### src/rtl/polyz_unpack_seq_pkg.sv
// Shared constants, FSM encoding and field-to-coefficient helper for the streaming polyz unpacker.
package polyz_unpack_seq_pkg;

    localparam int N           = 256;
    localparam int L_MAX       = 7;
    localparam int POLY_W      = $clog2(L_MAX + 1);
    localparam int GROUP_BYTES = 5;
    localparam int POLYZ_BYTES = 640;
    localparam int PAIRS       = POLYZ_BYTES / GROUP_BYTES;

    localparam logic [31:0] GAMMA1    = 32'd524288;
    localparam logic [6:0]  LAST_PAIR = 7'(PAIRS - 1);

    typedef enum logic [2:0] {
        S_IDLE,
        S_COLLECT,
        S_EMIT0,
        S_EMIT1,
        S_DONE
    } state_t;

    function automatic logic [31:0] coef_of(input logic [19:0] field);
        return GAMMA1 - {12'd0, field};
    endfunction

endpackage

### src/rtl/polyz_pair_unpack.sv
// One 5-byte group -> two signed coefficients (GAMMA1 - 20-bit field); purely combinational,
// no latency, no flow control.
module polyz_pair_unpack
    import polyz_unpack_seq_pkg::*;
(
    input  logic [39:0] grp,
    output logic [31:0] coef_lo,
    output logic [31:0] coef_hi
);

    assign coef_lo = coef_of(grp[19:0]);
    assign coef_hi = coef_of(grp[39:20]);

endmodule

### src/rtl/polyz_unpack_seq.sv
// Byte-stream polyz unpacker: 5 bytes in, then two coefficients out; first coefficient one cycle
// after the 5th byte. in_ready only while collecting; output holds until out_ready.
module polyz_unpack_seq
    import polyz_unpack_seq_pkg::*;
(
    input  logic              clk,
    input  logic              rst_n,
    input  logic              start,
    input  logic [2:0]        num_polys,
    input  logic              in_valid,
    output logic              in_ready,
    input  logic [7:0]        in_data,
    output logic              out_valid,
    input  logic              out_ready,
    output logic [31:0]       out_data,
    output logic [2:0]        out_poly,
    output logic [7:0]        out_idx,
    output logic              busy,
    output logic              done
);

    state_t             state, state_nxt;
    logic [2:0]         byte_cnt;
    logic [6:0]         pair_cnt;
    logic [POLY_W-1:0]  poly_cnt;
    logic [POLY_W-1:0]  np_reg;
    logic [39:0]        grp;
    logic [31:0]        coef_lo, coef_hi;
    logic               last_pair, last_poly;

    polyz_pair_unpack u_pair_unpack (
        .grp     (grp),
        .coef_lo (coef_lo),
        .coef_hi (coef_hi)
    );

    assign last_pair = (pair_cnt == LAST_PAIR);
    assign last_poly = (poly_cnt == np_reg - 3'd1);

    always_ff @(posedge clk or negedge rst_n) begin
        if (!rst_n) begin
            state <= S_IDLE;
        end else begin
            state <= state_nxt;
        end
    end

    // Outputs are decoded from state so an async reset clears them without waiting for a clock.
    always_comb begin
        state_nxt = state;
        in_ready  = 1'b0;
        out_valid = 1'b0;
        out_data  = 32'd0;
        out_poly  = 3'd0;
        out_idx   = 8'd0;
        busy      = 1'b0;
        done      = 1'b0;
        case (state)
            S_IDLE: begin
                if (start) begin
                    state_nxt = (num_polys != 3'd0) ? S_COLLECT : S_DONE;
                end
            end
            S_COLLECT: begin
                in_ready = 1'b1;
                busy     = 1'b1;
                if (in_valid && byte_cnt == 3'(GROUP_BYTES - 1)) begin
                    state_nxt = S_EMIT0;
                end
            end
            S_EMIT0: begin
                out_valid = 1'b1;
                busy      = 1'b1;
                out_data  = coef_lo;
                out_poly  = poly_cnt;
                out_idx   = {pair_cnt, 1'b0};
                if (out_ready) begin
                    state_nxt = S_EMIT1;
                end
            end
            S_EMIT1: begin
                out_valid = 1'b1;
                busy      = 1'b1;
                out_data  = coef_hi;
                out_poly  = poly_cnt;
                out_idx   = {pair_cnt, 1'b1};
                if (out_ready) begin
                    state_nxt = (last_pair && last_poly) ? S_DONE : S_COLLECT;
                end
            end
            S_DONE: begin
                done      = 1'b1;
                state_nxt = S_IDLE;
            end
            default: state_nxt = S_IDLE;
        endcase
    end

    always_ff @(posedge clk or negedge rst_n) begin
        if (!rst_n) begin
            byte_cnt <= 3'd0;
            pair_cnt <= 7'd0;
            poly_cnt <= '0;
            np_reg   <= '0;
            grp      <= 40'd0;
        end else begin
            if (state == S_IDLE && start) begin
                np_reg   <= num_polys;
                byte_cnt <= 3'd0;
                pair_cnt <= 7'd0;
                poly_cnt <= '0;
            end
            if (in_ready && in_valid) begin
                for (int k = 0; k < GROUP_BYTES; k++) begin
                    if (byte_cnt == 3'(k)) begin
                        grp[8*k +: 8] <= in_data;
                    end
                end
                byte_cnt <= (byte_cnt == 3'(GROUP_BYTES - 1)) ? 3'd0 : byte_cnt + 3'd1;
            end
            if (state == S_EMIT1 && out_ready) begin
                if (last_pair) begin
                    pair_cnt <= 7'd0;
                    poly_cnt <= poly_cnt + 3'd1;
                end else begin
                    pair_cnt <= pair_cnt + 7'd1;
                end
            end
        end
    end

endmodule

### config.mk
export PLATFORM = sky130hd
export DESIGN_NAME = polyz_unpack_seq
export DESIGN_NICKNAME = d
export VERILOG_FILES = /design/src/rtl/polyz_unpack_seq_pkg.sv /design/src/rtl/polyz_pair_unpack.sv /design/src/rtl/polyz_unpack_seq.sv
export SDC_FILE = /design/constraint.sdc
export NUM_CORES = 1
export LEC_CHECK = 0
export ABC_AREA = 1
export CAP_MARGIN = 40
export CORE_MARGIN = 2
export CORE_UTILIZATION = 40
export DETAILED_ROUTE_END_ITERATION = 8
export GPL_TIMING_DRIVEN = 0
export PLACE_DENSITY_LB_ADDON = 0.05
export SETUP_SLACK_MARGIN = 0.5
export SLEW_MARGIN = 40
export SYNTH_ARGS = -nofsm -noshare
export SYNTH_HDL_FRONTEND = slang
export SYNTH_SLANG_ARGS = --single-unit
### constraint.sdc
create_clock -name clk -period 3.1 [get_ports clk]
set_input_delay 0.465 -clock clk [delete_from_list [all_inputs] [get_ports clk]]
set_output_delay 0.465 -clock clk [all_outputs]
set_load 0.1 [all_outputs]
==> results_dict.tcl <==
set metrics [dict create \
    outcome "completed" \
    maxCapViolCount 0 \
    slew_violations 0 \
    htree_num_levels 3 \
    ios 63 \
    totalWireLength_mm 11.2 \
    dr_total_vias 3783 \
    drive_gt1_frac 0.375 \
    fin_ws_ns 0.117 \
    critPathMostFrequentCell "nor2_4" \
    cpPeakStageDelay_ns 0.46 \
    cts_buffers 9 \
    via_per_inst 4.95 \
    finClkSkew_ns 0.00885 \
    crit_slowest_cell "dfrtp_2" \
    hold_path_class "input pin to async pin" \
    startpoint_type "flop" \
    drt_pass1_iterations 5 \
    post-route-drc-count 0 \
    antenna_found_initial 0 \
    placementRows 35 \
    clkLatencyLatePin_ns 0.35 \
    yosys_warnings 0 \
    rsz0062_at_grt "yes" \
    antenna_cells 0 \
    crit_arrival_ns 2.52 \
    setup_violations 0 \
    gp_congestion 0.858 \
    placed_area_um2 4580 \
    die_h_um 101 \
    multi_input_area_um2 2340 \
    critPathRequiredTime_ns 2.63 \
    wl_per_cell_um 14.7 \
    dr.first_iter.drc_count 161 \
    finalHoldViolations 0 \
    fmax_mhz 335 \
    nNetsFinal 674 \
    clockBufferDepth 2 \
    syn_area_um2 3750 \
    coreArea_um2 9150 \
    top_register "grp" \
    cts.clk_slew.worst_paths_ns 0.08 \
    io_buffers 62 \
    syn_nets 564 \
    worstMarginPinSlew_ns 0.683 \
    grt_pass1_vias 3621 \
    dp_slack_ns 0.00245 \
    drtAntennaViolNets 0 \
    max-slew-margin-rel 0.540 \
    fillCellCount 774 \
    fin_hold_ws_ns 0.00953 \
    cts-root-buf "clkbuf_8" \
    reg_top3 "grp: 40 flops, pair_cnt: 7 flops" \
    synthDistinctLibCells 31 \
    dp_hpwl_mm 8.06 \
    endpoint_kind "output pin" \
    ys_ff_latch 59 \
    synthCells 539 \
    period_minus_slack_ns 2.98 \
    cpLargestDelayFamily "simple AND/OR/NAND/NOR gates" \
    postCtsHoldBufs 0 \
    syn_to_final_growth_pct 56.5 \
    worst-path-buf-inv 5 \
    crit_chain "nand2_4, nor2_4, buf_6, nand2_4, o21ai_4, inv_2, ha_4, nand3_4, nor2_4, buf_6, inv_4, nor2_4, nand2_1, nand2_1, nand2_2, nor2_4, buf_12" \
    start_util 0.410 \
    clkSinkCount 59 \
    grt_pass1_wl_mm 17.9 \
    die_area_um2 10200 \
    fin_crit_sh 0.962 \
    tritoncts "built" \
    fp.dieW_um 101 \
    synth-seq-area-share 0.394 \
    largest_reg_flops 40 \
    setup_tns_ns 0 \
    grt_max_degree 39 \
    ff_latch_area_um2 1480 \
    synth_area_per_cell_um2 6.96 \
    worstPathMaxFanout 6 \
    track_usage 0.228 \
    overflow 0 \
    crit_type "flop to output pin" \
    final_area_um2 5870 \
]
[metal layers]
layer	GRT usage	vias to the layer above	wire, um
li1	-	1903	-
met3	0.0458	15	415
met1	0.300	1765	5150
met4	0.0717	0	165
met2	0.379	100	5520
met5	0	-	0
[placed cells by master (no fill, tap or decap), types with 19 or more instances in the layout]
master,count
buf_12,32
buf_4,45
dfrtp_1,56
inv_1,62
nand2_1,137
nand2_2,24
nor2_1,31
nor2_2,19
nor2_4,24
o21ai_0,44
[logic make-up (layout without fill, tap and decap cells)]
group                      Yosys count  in the layout  synth area share
muxes                                1              1           0.00300
xor gates and xnor gates            10             10            0.0233
adders and majority gates            9              9            0.0300
buffers and inverters               99            214             0.114
and+or+nand+nor                    271            271             0.308
DFF                                 59             59             0.394
AOI/OAI and AO/OA                   90             90             0.128
[synthesized netlist by cell type (all sizes together)]
library cell | count | area [um^2]
nand2 | 169 | 659
inv | 75 | 282
nor2 | 74 | 323
o21ai | 68 | 352
dfrtp | 59 | 1480
nand3 | 23 | 140
buf | 17 | 120
a21oi | 11 | 55.1
ha | 9 | 113
clkbuf | 7 | 26.3
o22ai | 6 | 37.5
xnor2 | 5 | 43.8
xor2 | 5 | 43.8
nor3 | 4 | 25.0
a21boi | 1 | 7.51
a31oi | 1 | 6.26
mux2 | 1 | 11.3
nand4 | 1 | 6.26
o211ai | 1 | 7.51
o21a | 1 | 7.51
o32ai | 1 | 8.76
[final timing paths]
path / start / end / slack (ns) / depth (start not counted)
max: state[1] / out_data[16] / 0.12 / 17
min: rst_n / pair_cnt[5] / 0.01 / 1
max reg2reg: state[2] / grp[33] / 1.02 / 8
min reg2reg: grp[0] / grp[0] / 0.49 / 2
max in group asynchronous: rst_n / grp[5] / 2.59 / 2
min in group clk: grp[0] / grp[0] / 0.49 / 2
[worst register-to-register path, cell delays in order (launching register included)]
cell and delay [ns]:
dfrtp_2 0.45, buf_4 0.15, buf_4 0.14, nor3_2 0.25
inv_2 0.07, nor2_4 0.19, nand2_1 0.25, clkbuf_1 0.27
o21ai_0 0.22
[final cells by class]
type / count / share of cell area
flip-flops and latches: 59 / 0.252
inverters: 75 / 0.0494
multi-input cells: 381 / 0.399
clock inverters: 7 / 0.0143
repair buffers: 99 / 0.204
well taps: 111 / 0.0237
plain buffers: 24 / 0.0367
clock buffers: 9 / 0.0211
[what timing repair did]
action | in CTS | in global routing
endpoints found under the setup margin | 43 | 42
setup buffers | 22 | 13
cloned | 1 | 0
gates resized for setup | 171 | 53
pin swaps | 17 | 29
[stage by stage]
step / utilization / std cells
after detailed placement: 0.500 / 713
final: 0.641 / 765
after floorplan: - / 539
after CTS: 0.612 / 752
after global placement: 0.524 / 712
after global routing: 0.641 / 765
Power is not shown: default switching activity piles up to over one toggle a cycle in this logic, so the estimate is an artifact.
